$ cat config.mk
export PLATFORM = sky130hd
export DESIGN_NAME = uart_rx_frame
export DESIGN_NICKNAME = d
export VERILOG_FILES = /design/src/rtl/uart_pkg.sv /design/src/rtl/uart_rx_sync.sv /design/src/rtl/uart_rx_frame.sv
export SDC_FILE = /design/constraint.sdc
export NUM_CORES = 1
export LEC_CHECK = 0
export ABC_AREA = 1
export CORE_MARGIN = 1.5
export CORE_UTILIZATION = 37
export CTS_BUF_LIST = sky130_fd_sc_hd__clkbuf_8 sky130_fd_sc_hd__clkbuf_16
export CTS_CLUSTER_SIZE = 28
export DETAILED_ROUTE_END_ITERATION = 8
export PLACE_DENSITY = 0.68
export RECOVER_POWER = 25
export SETUP_SLACK_MARGIN = 0.1
export SYNTH_ARGS = -nofsm -noshare
export SYNTH_HDL_FRONTEND = slang
export SYNTH_SLANG_ARGS = --single-unit
$ cat constraint.sdc
create_clock -name clk -period 3.1 [get_ports clk]
set_input_delay 0.62 -clock clk [delete_from_list [all_inputs] [get_ports clk]]
set_output_delay 0.62 -clock clk [all_outputs]
set_load 0.05 [all_outputs]
$ cat src/rtl/uart_pkg.sv
// Shared UART definitions: receiver/transmitter state encoding, default frame
// geometry and a parity helper.
package uart_pkg;

    localparam int OVERSAMPLE_DEF = 12;
    localparam int DATA_BITS_DEF  = 8;

    typedef enum logic [2:0] {
        ST_IDLE   = 3'd0,
        ST_START  = 3'd1,
        ST_DATA   = 3'd2,
        ST_PARITY = 3'd3,
        ST_STOP   = 3'd4,
        ST_BREAK  = 3'd5
    } uart_state_e;

    // XOR-reduction of up to eight bits; 1 means an odd number of ones.
    function automatic logic parity_odd8(input logic [7:0] bits);
        return ^bits;
    endfunction

endpackage

$ cat src/rtl/uart_rx_sync.sv
// Two-flop synchroniser for the asynchronous serial line (idle-high reset)
// with a falling-edge flag derived from the synchronised level.
module uart_rx_sync (
    input  logic clk,
    input  logic rst,
    input  logic rx_in,
    output logic rx_s,
    output logic fall_s
);

    logic meta_r;
    logic sync_r;
    logic prev_r;

    // Synchroniser chain plus one delayed copy for edge detection.
    always_ff @(posedge clk) begin
        if (rst) begin
            meta_r <= 1'b1;
            sync_r <= 1'b1;
            prev_r <= 1'b1;
        end else begin
            meta_r <= rx_in;
            sync_r <= meta_r;
            prev_r <= sync_r;
        end
    end

    assign rx_s   = sync_r;
    assign fall_s = prev_r & ~sync_r;

endmodule

$ cat src/rtl/uart_rx_frame.sv
// UART receive framer: oversampled start detect, mid-bit sampling, 8N1 (or
// 8E1 when UART_RX_PARITY_EN is defined) frame assembly with error flags.
module uart_rx_frame
    import uart_pkg::*;
#(
    parameter int OVERSAMPLE = OVERSAMPLE_DEF,
    parameter int DATA_BITS  = DATA_BITS_DEF
) (
    input  logic                 clk,
    input  logic                 rst,
    input  logic                 Rx_clk,
    input  logic                 rx_in,
    output logic [DATA_BITS-1:0] data_out,
    output logic                 data_valid,
    output logic                 frame_err,
    output logic                 parity_err,
    output logic                 busy
);

    localparam int TCW = $clog2(OVERSAMPLE);
    localparam int BCW = $clog2(DATA_BITS);
    localparam logic [TCW-1:0] TICK_MID = TCW'(OVERSAMPLE / 2 - 1);
    localparam logic [TCW-1:0] TICK_END = TCW'(OVERSAMPLE - 1);
    localparam logic [BCW-1:0] BIT_LAST = BCW'(DATA_BITS - 1);

    uart_state_e          state_r;
    uart_state_e          state_next_s;
    logic                 rx_s;
    logic                 fall_s;
    logic [TCW-1:0]       tick_cnt_r;
    logic [BCW-1:0]       bit_cnt_r;
    logic [DATA_BITS-1:0] shift_r;
    logic                 mid_tick_s;
    logic                 end_tick_s;
    logic                 cnt_clr_s;
    logic                 samp_data_s;
    logic                 samp_stop_s;
    logic [DATA_BITS-1:0] data_out_r;
    logic                 data_valid_r;
    logic                 frame_err_r;
    logic                 parity_err_r;
    logic                 busy_r;
`ifdef UART_RX_PARITY_EN
    logic                 samp_par_s;
    logic                 par_bit_r;
`endif

    uart_rx_sync u_sync (
        .clk    (clk),
        .rst    (rst),
        .rx_in  (rx_in),
        .rx_s   (rx_s),
        .fall_s (fall_s)
    );

    assign mid_tick_s = Rx_clk & (tick_cnt_r == TICK_MID);
    assign end_tick_s = Rx_clk & (tick_cnt_r == TICK_END);

    // FSM state register.
    always_ff @(posedge clk) begin
        if (rst) begin
            state_r <= ST_IDLE;
        end else begin
            state_r <= state_next_s;
        end
    end

    // FSM next-state logic.
    always_comb begin
        state_next_s = state_r;
        case (state_r)
            ST_IDLE: begin
                if (fall_s) state_next_s = ST_START;
                else        state_next_s = ST_IDLE;
            end
            ST_START: begin
                if (mid_tick_s) state_next_s = rx_s ? ST_IDLE : ST_DATA;
                else            state_next_s = ST_START;
            end
            ST_DATA: begin
                if (end_tick_s && (bit_cnt_r == BIT_LAST)) begin
`ifdef UART_RX_PARITY_EN
                    state_next_s = ST_PARITY;
`else
                    state_next_s = ST_STOP;
`endif
                end else begin
                    state_next_s = ST_DATA;
                end
            end
`ifdef UART_RX_PARITY_EN
            ST_PARITY: begin
                if (end_tick_s) state_next_s = ST_STOP;
                else            state_next_s = ST_PARITY;
            end
`endif
            ST_STOP: begin
                if (end_tick_s) state_next_s = rx_s ? ST_IDLE : ST_BREAK;
                else            state_next_s = ST_STOP;
            end
            ST_BREAK: begin
                if (rx_s) state_next_s = ST_IDLE;
                else      state_next_s = ST_BREAK;
            end
            default: state_next_s = ST_IDLE;
        endcase
    end

    // FSM control outputs: counter clear and per-state sample strobes.
    always_comb begin
        cnt_clr_s   = 1'b0;
        samp_data_s = 1'b0;
        samp_stop_s = 1'b0;
`ifdef UART_RX_PARITY_EN
        samp_par_s  = 1'b0;
`endif
        case (state_r)
            ST_IDLE:  cnt_clr_s = 1'b1;
            ST_START: cnt_clr_s = mid_tick_s;
            ST_DATA: begin
                samp_data_s = end_tick_s;
                cnt_clr_s   = end_tick_s;
            end
`ifdef UART_RX_PARITY_EN
            ST_PARITY: begin
                samp_par_s = end_tick_s;
                cnt_clr_s  = end_tick_s;
            end
`endif
            ST_STOP: begin
                samp_stop_s = end_tick_s;
                cnt_clr_s   = end_tick_s;
            end
            ST_BREAK: cnt_clr_s = 1'b1;
            default:  cnt_clr_s = 1'b1;
        endcase
    end

    // Oversample tick counter; only moves on Rx_clk cycles.
    always_ff @(posedge clk) begin
        if (rst) begin
            tick_cnt_r <= '0;
        end else if (cnt_clr_s) begin
            tick_cnt_r <= '0;
        end else if (Rx_clk) begin
            tick_cnt_r <= tick_cnt_r + TCW'(1);
        end else begin
            tick_cnt_r <= tick_cnt_r;
        end
    end

    // Data bit counter and LSB-first shift register.
    always_ff @(posedge clk) begin
        if (rst) begin
            bit_cnt_r <= '0;
            shift_r   <= '0;
        end else if (state_r != ST_DATA) begin
            bit_cnt_r <= '0;
            shift_r   <= shift_r;
        end else if (samp_data_s) begin
            bit_cnt_r <= bit_cnt_r + BCW'(1);
            shift_r   <= {rx_s, shift_r[DATA_BITS-1:1]};
        end else begin
            bit_cnt_r <= bit_cnt_r;
            shift_r   <= shift_r;
        end
    end

`ifdef UART_RX_PARITY_EN
    // Captured parity bit of the current frame.
    always_ff @(posedge clk) begin
        if (rst) begin
            par_bit_r <= 1'b0;
        end else if (samp_par_s) begin
            par_bit_r <= rx_s;
        end else begin
            par_bit_r <= par_bit_r;
        end
    end
`endif

    // Result registers: updated together on the stop-bit sample, held otherwise.
    always_ff @(posedge clk) begin
        if (rst) begin
            data_out_r   <= '0;
            data_valid_r <= 1'b0;
            frame_err_r  <= 1'b0;
            parity_err_r <= 1'b0;
            busy_r       <= 1'b0;
        end else begin
            busy_r <= (state_next_s != ST_IDLE);
            if (samp_stop_s) begin
                data_valid_r <= 1'b1;
                data_out_r   <= shift_r;
                frame_err_r  <= ~rx_s;
`ifdef UART_RX_PARITY_EN
                parity_err_r <= parity_odd8(8'(shift_r)) ^ par_bit_r;
`else
                parity_err_r <= 1'b0;
`endif
            end else begin
                data_valid_r <= 1'b0;
                data_out_r   <= data_out_r;
                frame_err_r  <= frame_err_r;
                parity_err_r <= parity_err_r;
            end
        end
    end

    assign data_out   = data_out_r;
    assign data_valid = data_valid_r;
    assign frame_err  = frame_err_r;
    assign parity_err = parity_err_r;
    assign busy       = busy_r;

endmodule

==> impl_metrics.tcl <==
set metrics [dict create \
    status "finished, final reports clean" \
    grt_first_pass_wirelength_mm 4.08 \
    worstPathArrival_ns 2.55 \
    worstReg2RegEnd "shift_r[6]" \
    worstSetupEndpointType "flip-flop" \
    path_clk_slew_ns 0.06 \
    ys.flop_type "dfxtp_1" \
    irDropWorstVdd_mv 0.287 \
    route.detailed.drc 0 \
    drtAntennaViolNets 0 \
    viasPerCell 4.42 \
    post_cts_resized 0 \
    gp_congestion 0.797 \
    tightest_slew_ns 0.755 \
    seq_area_frac_synth 0.482 \
    cp-startpoint "Rx_clk" \
    p_leak_nw 0.720 \
    synth.top_cells.by_area "dfxtp_1 (48%), nor2_1 (12%), o21ai_1 (6.0%)" \
    via_count 1026 \
    dieWidth_um 63.0 \
    worst-setup-path-type "in -> reg" \
    postCtsSetupBuffers 0 \
    synthCells 169 \
    cap_violations 0 \
    areaGrowthSynthToFinish_pct 20.1 \
    power-per-cell-area_nw_per_um2 547 \
    drive_above_1_share 0.0806 \
    clock_path_buffers 2 \
    syn_nets 177 \
    place_hpwl_mm 1.67 \
    cts-root-buf "clkbuf_8" \
    setup_viol 0 \
    first_pass_iters 4 \
    hp-class "reg -> reg" \
    ios 16 \
    r2r_start "tick_cnt_r[0]" \
    mostFrequentLayoutCells "nor2_1 (44), dfxtp_1 (32), nand2_1 (22), o21ai_1 (16), inv_1 (13)" \
    synth_top_cell_by_area "dfxtp_1" \
    portBuffers 14 \
    grt_max_degree 22 \
    crit_path_end "shift_r[6]" \
    skew_ns 0.00350 \
    cts_buffers 5 \
    r2r.worst_path.cells 7 \
    syn_area_um2 1330 \
    grt_pass1_vias 959 \
    timing.final.hold_violations 0 \
    die_h_um 63.0 \
    finish.net_count 193 \
    relSlewSlack 0.495 \
    cts_hold_buf 0 \
    num_rows 21 \
    rsz0062_at_grt "no" \
    final_common_cell "nor2_1" \
    routed_wl_mm 2.29 \
    timing.final.crit_share 0.753 \
    num_antenna_cells 0 \
    clock-sinks 32 \
    synth_edf_count 0 \
    synth_warnings 0 \
    drt-initial-drc-count 28 \
    cts_tree "done" \
    fmax_mhz 428 \
    yosys.area.top_type_share 0.482 \
    fin_setup_tns_ns 0 \
    grt_use_total 0.131 \
    start_util 0.392 \
    grt_overflow 0 \
    wl_per_cell_um 9.89 \
    ys_ff_latch 32 \
    critPathMaxFanout 12 \
    synthArstFlopShare 0 \
    fin_crit_ns 2.33 \
    startpoint_type "input port" \
    ff2ff_setup_slack_ns 1.22 \
    final_util 0.471 \
    slew_violations 0 \
    dieArea_um2 3960 \
    critical_path_required_ns 3.31 \
    clk_latency_ns 0.28 \
    antenna_found_initial 0 \
    ctsHtreeMaxLevel 2 \
    synth_cell_types 26 \
    core_um2 3390 \
    avgSynthCellArea_um2 7.87 \
]
-- per-layer routing --
metal | share of wire | wire length [um] | global-route usage | vias to the layer above
met5 | 0 | 0 | 0 | -
met3 | 0.035 | 80 | 0.0432 | 5
li1 | - | - | - | 563
met2 | 0.40 | 929 | 0.195 | 15
met4 | 0.023 | 53 | 0.0667 | 0
met1 | 0.54 | 1230 | 0.169 | 443
-- area by class of cell --
cell class	instances	area (um2)
Tap cell	46	57.6
Multi-Input combinational cell	117	577
Timing Repair Buffer	14	140
Sequential cell	32	641
Fill cell	338	1790
Clock inverter	1	30.0
Inverter	15	56.3
Clock buffer	7	96.3
-- report_power, final --
group / internal [mW] / switching [mW] / leakage (nW)
registers: 0.414 / 0.00206 / 0.259
clock network: 0.283 / 0.143 / 0.0645
logic: 0.0111 / 0.0195 / 0.397
-- cell families (layout without fill, tap and decap cells) --
family / Yosys count / count (layout) / share of synthesized area
simple gates: 87 / 87 / 0.298
mux: 1 / 1 / 0.00753
compound gates: 20 / 20 / 0.0753
flops: 32 / 32 / 0.482
xor+xnor: 4 / 4 / 0.0263
other cells: 1 / 1 / 0.00282
buf+inv: 20 / 37 / 0.0706
fa+ha+maj: 4 / 4 / 0.0376
-- worst max-delay path, stage by stage --
cell,delay [ns]
dlygate4sd3_1,0.65
nand2_1,0.12
nor2_1,0.61
nand2_4,0.21
inv_2,0.19
nor2_1,0.05
nor2_1,0.10
-- state kept, by name, summed over array words and instances (netlist names), 3 cells and up --
name and cells:
data_out 8, tick_cnt_r 4, shift_r 8, bit_cnt_r 3, state_r 3
-- worst min path at each step --
stage | from | to | slack (ns) | cells past startpoint
2_1_floorplan | u_sync.meta_r | u_sync.rx_s | 0.39 | 1
6_report | u_sync.meta_r | u_sync.rx_s | 0.41 | 1
3_5_place_dp | u_sync.meta_r | u_sync.rx_s | 0.40 | 1
3_3_place_gp | u_sync.meta_r | u_sync.rx_s | 0.39 | 1
4_1_cts | u_sync.meta_r | u_sync.rx_s | 0.41 | 1
5_1_grt | u_sync.meta_r | u_sync.rx_s | 0.45 | 1
-- cells in the mapped netlist, types with 2 or more instances --
master	n
buf_6	2
clkbuf_1	2
dfxtp_1	32
ha_1	4
inv_1	13
inv_2	2
nand2_1	21
nand2_4	2
nand3_1	9
nor2_1	43
nor3_1	4
o21ai_0	3
o21ai_1	16
or2_2	2
xor2_1	3
-- through the flow --
stage               std cells  setup WS [ns]  power [mW]  hold slack (ns)  cell area [um2]
finish                    232          0.765       0.874            0.411             1600
global route              232          0.572       0.913            0.446             1600
CTS                       232           1.03       0.887            0.414             1620
detailed placement        224           1.01       0.457            0.397             1490
global placement          224           1.03       0.457            0.394             1490
floorplan                 169           1.75       0.448            0.389             1330
No activity file was read; power rests on OpenSTA's default activity.
